===== src/rtl/uart_wb_master.sv =====
// UART byte-protocol to Wishbone master bridge: 'w'/'r' frames become single 32-bit bus cycles,
// answered over the UART with '.', read data, '!' on bus timeout or '?' on an unknown command.
module uart_wb_master #(
  parameter int BUS_TIMEOUT  = 1023,
  parameter int BYTE_TIMEOUT = 5000000
) (
  input  logic        clk,
  input  logic        reset,
  input  logic [7:0]  rx_data,
  input  logic        rx_avail,
  output logic        rx_ack,
  output logic [7:0]  tx_data,
  output logic        tx_wr,
  input  logic        tx_busy,
  output logic [31:0] wb_adr_o,
  output logic [31:0] wb_dat_o,
  input  logic [31:0] wb_dat_i,
  output logic [3:0]  wb_sel_o,
  output logic        wb_we_o,
  output logic        wb_stb_o,
  output logic        wb_cyc_o,
  input  logic        wb_ack_i,
  output logic        busy
);

  localparam int BUS_W  = $clog2(BUS_TIMEOUT + 1);
  localparam int BYTE_W = $clog2(BYTE_TIMEOUT + 1);
  localparam logic [BUS_W-1:0]  BUS_LAST  = BUS_W'(BUS_TIMEOUT - 1);
  localparam logic [BUS_W-1:0]  BUS_ONE   = BUS_W'(1);
  localparam logic [BYTE_W-1:0] BYTE_LAST = BYTE_W'(BYTE_TIMEOUT - 1);
  localparam logic [BYTE_W-1:0] BYTE_ONE  = BYTE_W'(1);

  typedef enum logic [2:0] {IDLE, ADDR, DATA, BUS, REPLY} state_t;

  state_t              state;
  logic                is_write;
  logic [1:0]          byte_cnt;
  logic [BYTE_W-1:0]   byte_tmr;
  logic [BUS_W-1:0]    bus_tmr;
  logic [31:0]         reply_buf;
  logic [2:0]          reply_cnt;
  logic                tx_guard;
  logic                rx_take;
  logic                tx_ready;

  assign rx_take  = rx_avail & ~rx_ack & ((state == IDLE) | (state == ADDR) | (state == DATA));
  // tx_busy is ignored in the cycle after tx_wr because the UART may not have raised it yet
  assign tx_ready = ~tx_busy & ~tx_wr & ~tx_guard;
  assign busy     = (state != IDLE);

  always_ff @(posedge clk) begin
    if (reset) begin
      state     <= IDLE;
      is_write  <= 1'b0;
      byte_cnt  <= '0;
      byte_tmr  <= '0;
      bus_tmr   <= '0;
      reply_buf <= '0;
      reply_cnt <= '0;
      tx_guard  <= 1'b0;
      rx_ack    <= 1'b0;
      tx_data   <= '0;
      tx_wr     <= 1'b0;
      wb_adr_o  <= '0;
      wb_dat_o  <= '0;
      wb_sel_o  <= '0;
      wb_we_o   <= 1'b0;
      wb_stb_o  <= 1'b0;
      wb_cyc_o  <= 1'b0;
    end else begin
      rx_ack   <= rx_take;
      tx_wr    <= 1'b0;
      tx_guard <= tx_wr;
      case (state)
        IDLE: begin
          if (rx_take) begin
            byte_cnt <= '0;
            byte_tmr <= '0;
            if (rx_data == 8'h77) begin
              is_write <= 1'b1;
              state    <= ADDR;
            end else if (rx_data == 8'h72) begin
              is_write <= 1'b0;
              state    <= ADDR;
            end else begin
              reply_buf <= {8'h3F, 24'h0};
              reply_cnt <= 3'd1;
              state     <= REPLY;
            end
          end
        end
        ADDR, DATA: begin
          if (rx_take) begin
            byte_tmr <= '0;
            byte_cnt <= byte_cnt + 2'd1;
            if (state == ADDR) wb_adr_o <= {wb_adr_o[23:0], rx_data};
            else               wb_dat_o <= {wb_dat_o[23:0], rx_data};
            if (byte_cnt == 2'd3) begin
              if (state == ADDR && is_write) begin
                state <= DATA;
              end else begin
                state    <= BUS;
                bus_tmr  <= '0;
                wb_cyc_o <= 1'b1;
                wb_stb_o <= 1'b1;
                wb_sel_o <= 4'hF;
                wb_we_o  <= is_write;
              end
            end
          end else if (byte_tmr == BYTE_LAST) begin
            state <= IDLE;
          end else begin
            byte_tmr <= byte_tmr + BYTE_ONE;
          end
        end
        BUS: begin
          // an ack arriving in the expiry cycle still wins over the timeout
          if (wb_ack_i || bus_tmr == BUS_LAST) begin
            wb_cyc_o <= 1'b0;
            wb_stb_o <= 1'b0;
            wb_sel_o <= 4'h0;
            wb_we_o  <= 1'b0;
            state    <= REPLY;
            if (!wb_ack_i) begin
              reply_buf <= {8'h21, 24'h0};
              reply_cnt <= 3'd1;
            end else if (is_write) begin
              reply_buf <= {8'h2E, 24'h0};
              reply_cnt <= 3'd1;
            end else begin
              reply_buf <= wb_dat_i;
              reply_cnt <= 3'd4;
            end
          end else begin
            bus_tmr <= bus_tmr + BUS_ONE;
          end
        end
        REPLY: begin
          if (tx_ready) begin
            tx_wr     <= 1'b1;
            tx_data   <= reply_buf[31:24];
            reply_buf <= {reply_buf[23:0], 8'h00};
            reply_cnt <= reply_cnt - 3'd1;
            if (reply_cnt == 3'd1) state <= IDLE;
          end
        end
        default: state <= IDLE;
      endcase
    end
  end

endmodule

===== config.mk =====
export PLATFORM = sky130hd
export DESIGN_NAME = uart_wb_master
export DESIGN_NICKNAME = d
export VERILOG_FILES = /design/src/rtl/uart_wb_master.sv
export SDC_FILE = /design/constraint.sdc
export NUM_CORES = 1
export LEC_CHECK = 0
export BUFFER_PORTS_ARGS = -buffer_cell sky130_fd_sc_hd__clkbuf_2
export CORE_MARGIN = 2
export CORE_UTILIZATION = 24
export DETAILED_ROUTE_END_ITERATION = 10
export PLACE_DENSITY_LB_ADDON = 0.12
export REMOVE_ABC_BUFFERS = 1
export SETUP_SLACK_MARGIN = 0.02
export SYNTH_ARGS = -nofsm -noshare
export SYNTH_HDL_FRONTEND = slang
export SYNTH_SLANG_ARGS = --single-unit

===== constraint.sdc =====
create_clock -name clk -period 2.3 [get_ports clk]
set_clock_uncertainty 0.2 [all_clocks]
set_input_delay 0.23 -clock clk [delete_from_list [all_inputs] [get_ports clk]]
set_output_delay 0.23 -clock clk [all_outputs]
set_load 0.1 [all_outputs]

==> impl_results.md <==
* Tot GR Track Use at 0.141
* Synth top area cells: dfxtp_1 (46%), nand2_1 (9.5%), a21oi_1 (7.6%)
* Fin. max-slew vios at 0
* Number of failing hold endpoints at the final stage at 0
* Placed cell areas at 7800 um^2
* Primary FF master, synth: dfxtp_1
* Total grt overflow at 0
* Placed Instances at between 1000 and 1500
* Final Cycle Share at 0.947
* Wire per inst at ~15 um
* Crit path arrival time at ~2.3 ns
* TritonCTS clock tree: built
* Pin count of the biggest net entering global routing at 97
* Routed via count divided by cell count at approximately 4.7
* Net count of the finished layout at just over 1000
* Core Box Area at 27000 um^2
* Share of synthesized registers carrying an async set or reset at 0
* DRC violation count after routing at 0
* Drt first-iter violations at just under 400
* Crit. End Element: flop
* Placement Rows at 60
* Final total negative setup slack at 0 ns
* Area share of the leading cell type in the synthesized netlist at 0.459
* Post-synth EDFFs at 0
* Io pins at 127
* Die outline height at 170 um
* Warning count from the yosys run at 0
* Die outline area at ~29000 um^2
* Max-Slew Margin vs Limit at 0.611
* Required time reported for the critical path endpoint at 2.44 ns
* Count of H-tree levels built during CTS at 4
* Final weighted congestion of routability-driven global placement at roughly 0.73
* # clock sinks at approximately 150
* Area grow syn2layout at 34.6%
* Number of storage elements in the synthesis netlist at around 150
* Post-placement setup slack at approximately 0.044 ns
* Total of endpoints with negative setup slack in the final report at 0
* CP Max Fanout at 5
* Power density over the cells at 772 nW/um^2
* IO buf count at approximately 130
* Outcome: completed
* Pwr Total at 6840 uW
* Number of routed nets with antenna violations at 0
* Cell Area, Synth at 6590 um^2
* Ratio of cells with drive above 1 in the final layout at 0.248
* Total leakage power at 0.00335 uW
* Startpoint type of the worst setup path: flop
* Root buf cell: clkbuf_16
* Via count of the first global-routing pass at around 6000
* Number of standard cells in the layout, taps in and fillers out at between 1000 and 1500
* Number of buffers added by the clock tree synthesis step at 17
* Total half-perimeter wirelength after legalization and detailed placement at between 10000 and 15000 um
* FF-to-FF setup slack at around 0.12 ns
* Wire length of the first global-routing pass at ~32000 um
* Routed wire length at just over 20000 um
* Clock-pin slew reported for the worst setup and hold paths after clock tree synthesis at around 0.070 ns
* Synthesized area divided by synthesized cell count at around 8.3 um^2
* Portion of the post-synthesis area used by sequential elements at 0.459
* Transition at the pin with the smallest max-transition slack at 0.587 ns
* Antenna cells at 0
* Startpoint-to-endpoint class of the critical path: reg2reg
* Hold WC Path Type: in2reg
* Clock latency on the worst-skew pair at 0.43 ns
* Initial core utilization at 0.244
* Peak ir drop on the vdd network at roughly 0.4 mV
* First drt pass iteration count at 5
* Die width at around 170 um
* Post-route minimum period at 2.18 ns
* Cells after Synth at ~790
* Number of maximum-capacitance violations at 0
* Number of buffers added for setup after CTS at 0
* Setup repair after global routing missed its margin: no
* Number of different library cells in the post-synthesis netlist at 75
* Antenna violations before repair at 1
* Routed vias at approximately 6200
* Cell taking the most area after synthesis: dfxtp_1
* Setup slack of the critical path after layout at approximately 0.12 ns
* Maximum buffer depth of the clock tree at 2
* Top achievable clock speed at ~460 MHz
* Design Area, Final at a little under 9000 um^2
stage by stage:
step	hold slack, ns	utilization
final	0.0304	0.329
after global routing	0.0296	0.329
after CTS	0.0140	0.327
after detailed placement	0.247	0.289
after global placement	0.242	0.289
after floorplan	0.0991	-
Yosys cell counts (all sizes together) (11+ instances only):
cell    count
nor3       30
buf        28
a221oi     18
nand3      20
clkbuf     31
nand2     167
nor2       66
nand4      11
o21ai      20
dfxtp     151
inv        11
a21oi     101
worst max-delay path, stage by stage (launching register included):
cell and delay, ns:
dfxtp_1 0.33, inv_1 0.05, ha_1 0.18, and4_1 0.23, a311o_2 0.42, buf_4 0.18
o31a_1 0.28, a311oi_2 0.23
layer usage:
layer,track usage,routed length (um),vias up
met5,0,16,-
met4,0.0498,274,2
met3,0.0385,1210,19
met2,0.217,8890,152
met1,0.189,9710,2905
li1,-,-,3152
cells by family (layout without fill, tap and decap cells):
group,count (synthesis),count (layout),synth area share
AO/OA/AOI/OAI,201,202,0.194
AND/OR/NAND/NOR,351,351,0.259
XOR/XNOR,11,11,0.0175
flip-flops,151,151,0.459
adder cells (fa/ha/maj),6,6,0.0114
multiplexers,1,1,0.00152
buffers and inverters,70,257,0.0570
power breakdown:
group | total (uW) | internal (uW) | switching (uW)
logic | 1010 | 391 | 615
clock network | 3040 | 1760 | 1280
registers | 2800 | 2720 | 73.5
layout by cell type (no fill, tap or decap), drive strengths merged, types with 4 or more instances in the layout:
cell         Yosys  layout
nor4             5       5
a41oi            5       5
xor2             5       5
buf             28      51
and3             4       4
nand4           11      11
nor2            66      66
a21oi          101     101
nor3b            6       6
clkbuf          31     141
o211ai           6       7
a22oi           10      10
ha               6       6
a31oi            5       5
dfxtp          151     151
a311oi          10      10
nand3b           6       6
nand2          167     167
and4             7       7
nor2b            4       4
a221oi          18      18
nor3            30      30
a211oi           4       4
xnor2            6       6
nand3           20      20
dlygate4sd3      0      39
or2              4       4
o21ai           20      20
or3              5       5
inv             11      19
sequential cells by signal (all words and copies together), names as in the netlist:
name       count
wb_adr_o      32
rx_ack         1
tx_data        8
state          3
is_write       1
wb_we_o        1
tx_wr          1
reply_buf     32
wb_dat_o      32
wb_sel_o       1
bus_tmr       10
byte_cnt       2
byte_tmr      23
reply_cnt      3
tx_guard       1
worst paths after layout:
check / depth (start not counted) / to / startpoint
max: 7 / bus_tmr[8] / bus_tmr[0]
min reg2reg: 2 / wb_adr_o[25] / wb_adr_o[25]
min: 3 / reply_buf[27] / wb_dat_i[27]
max reg2reg: 7 / bus_tmr[8] / bus_tmr[0]
final cells by class:
cell class,count,area [um^2]
well taps,341,427
clock inverters,15,206
multi-input cells,571,3250
inverters,11,41.3
flip-flops and latches,151,3020
clock buffers,17,425
repair buffers,214,1490
fillers,2879,18100
what timing repair did:
item	in CTS	in global routing
endpoints found under the hold margin	52	0
hold buffers	39	0
gates resized for setup	0	6
setup endpoints to repair	0	36
Note: power is estimated with default switching activity, not from simulation.
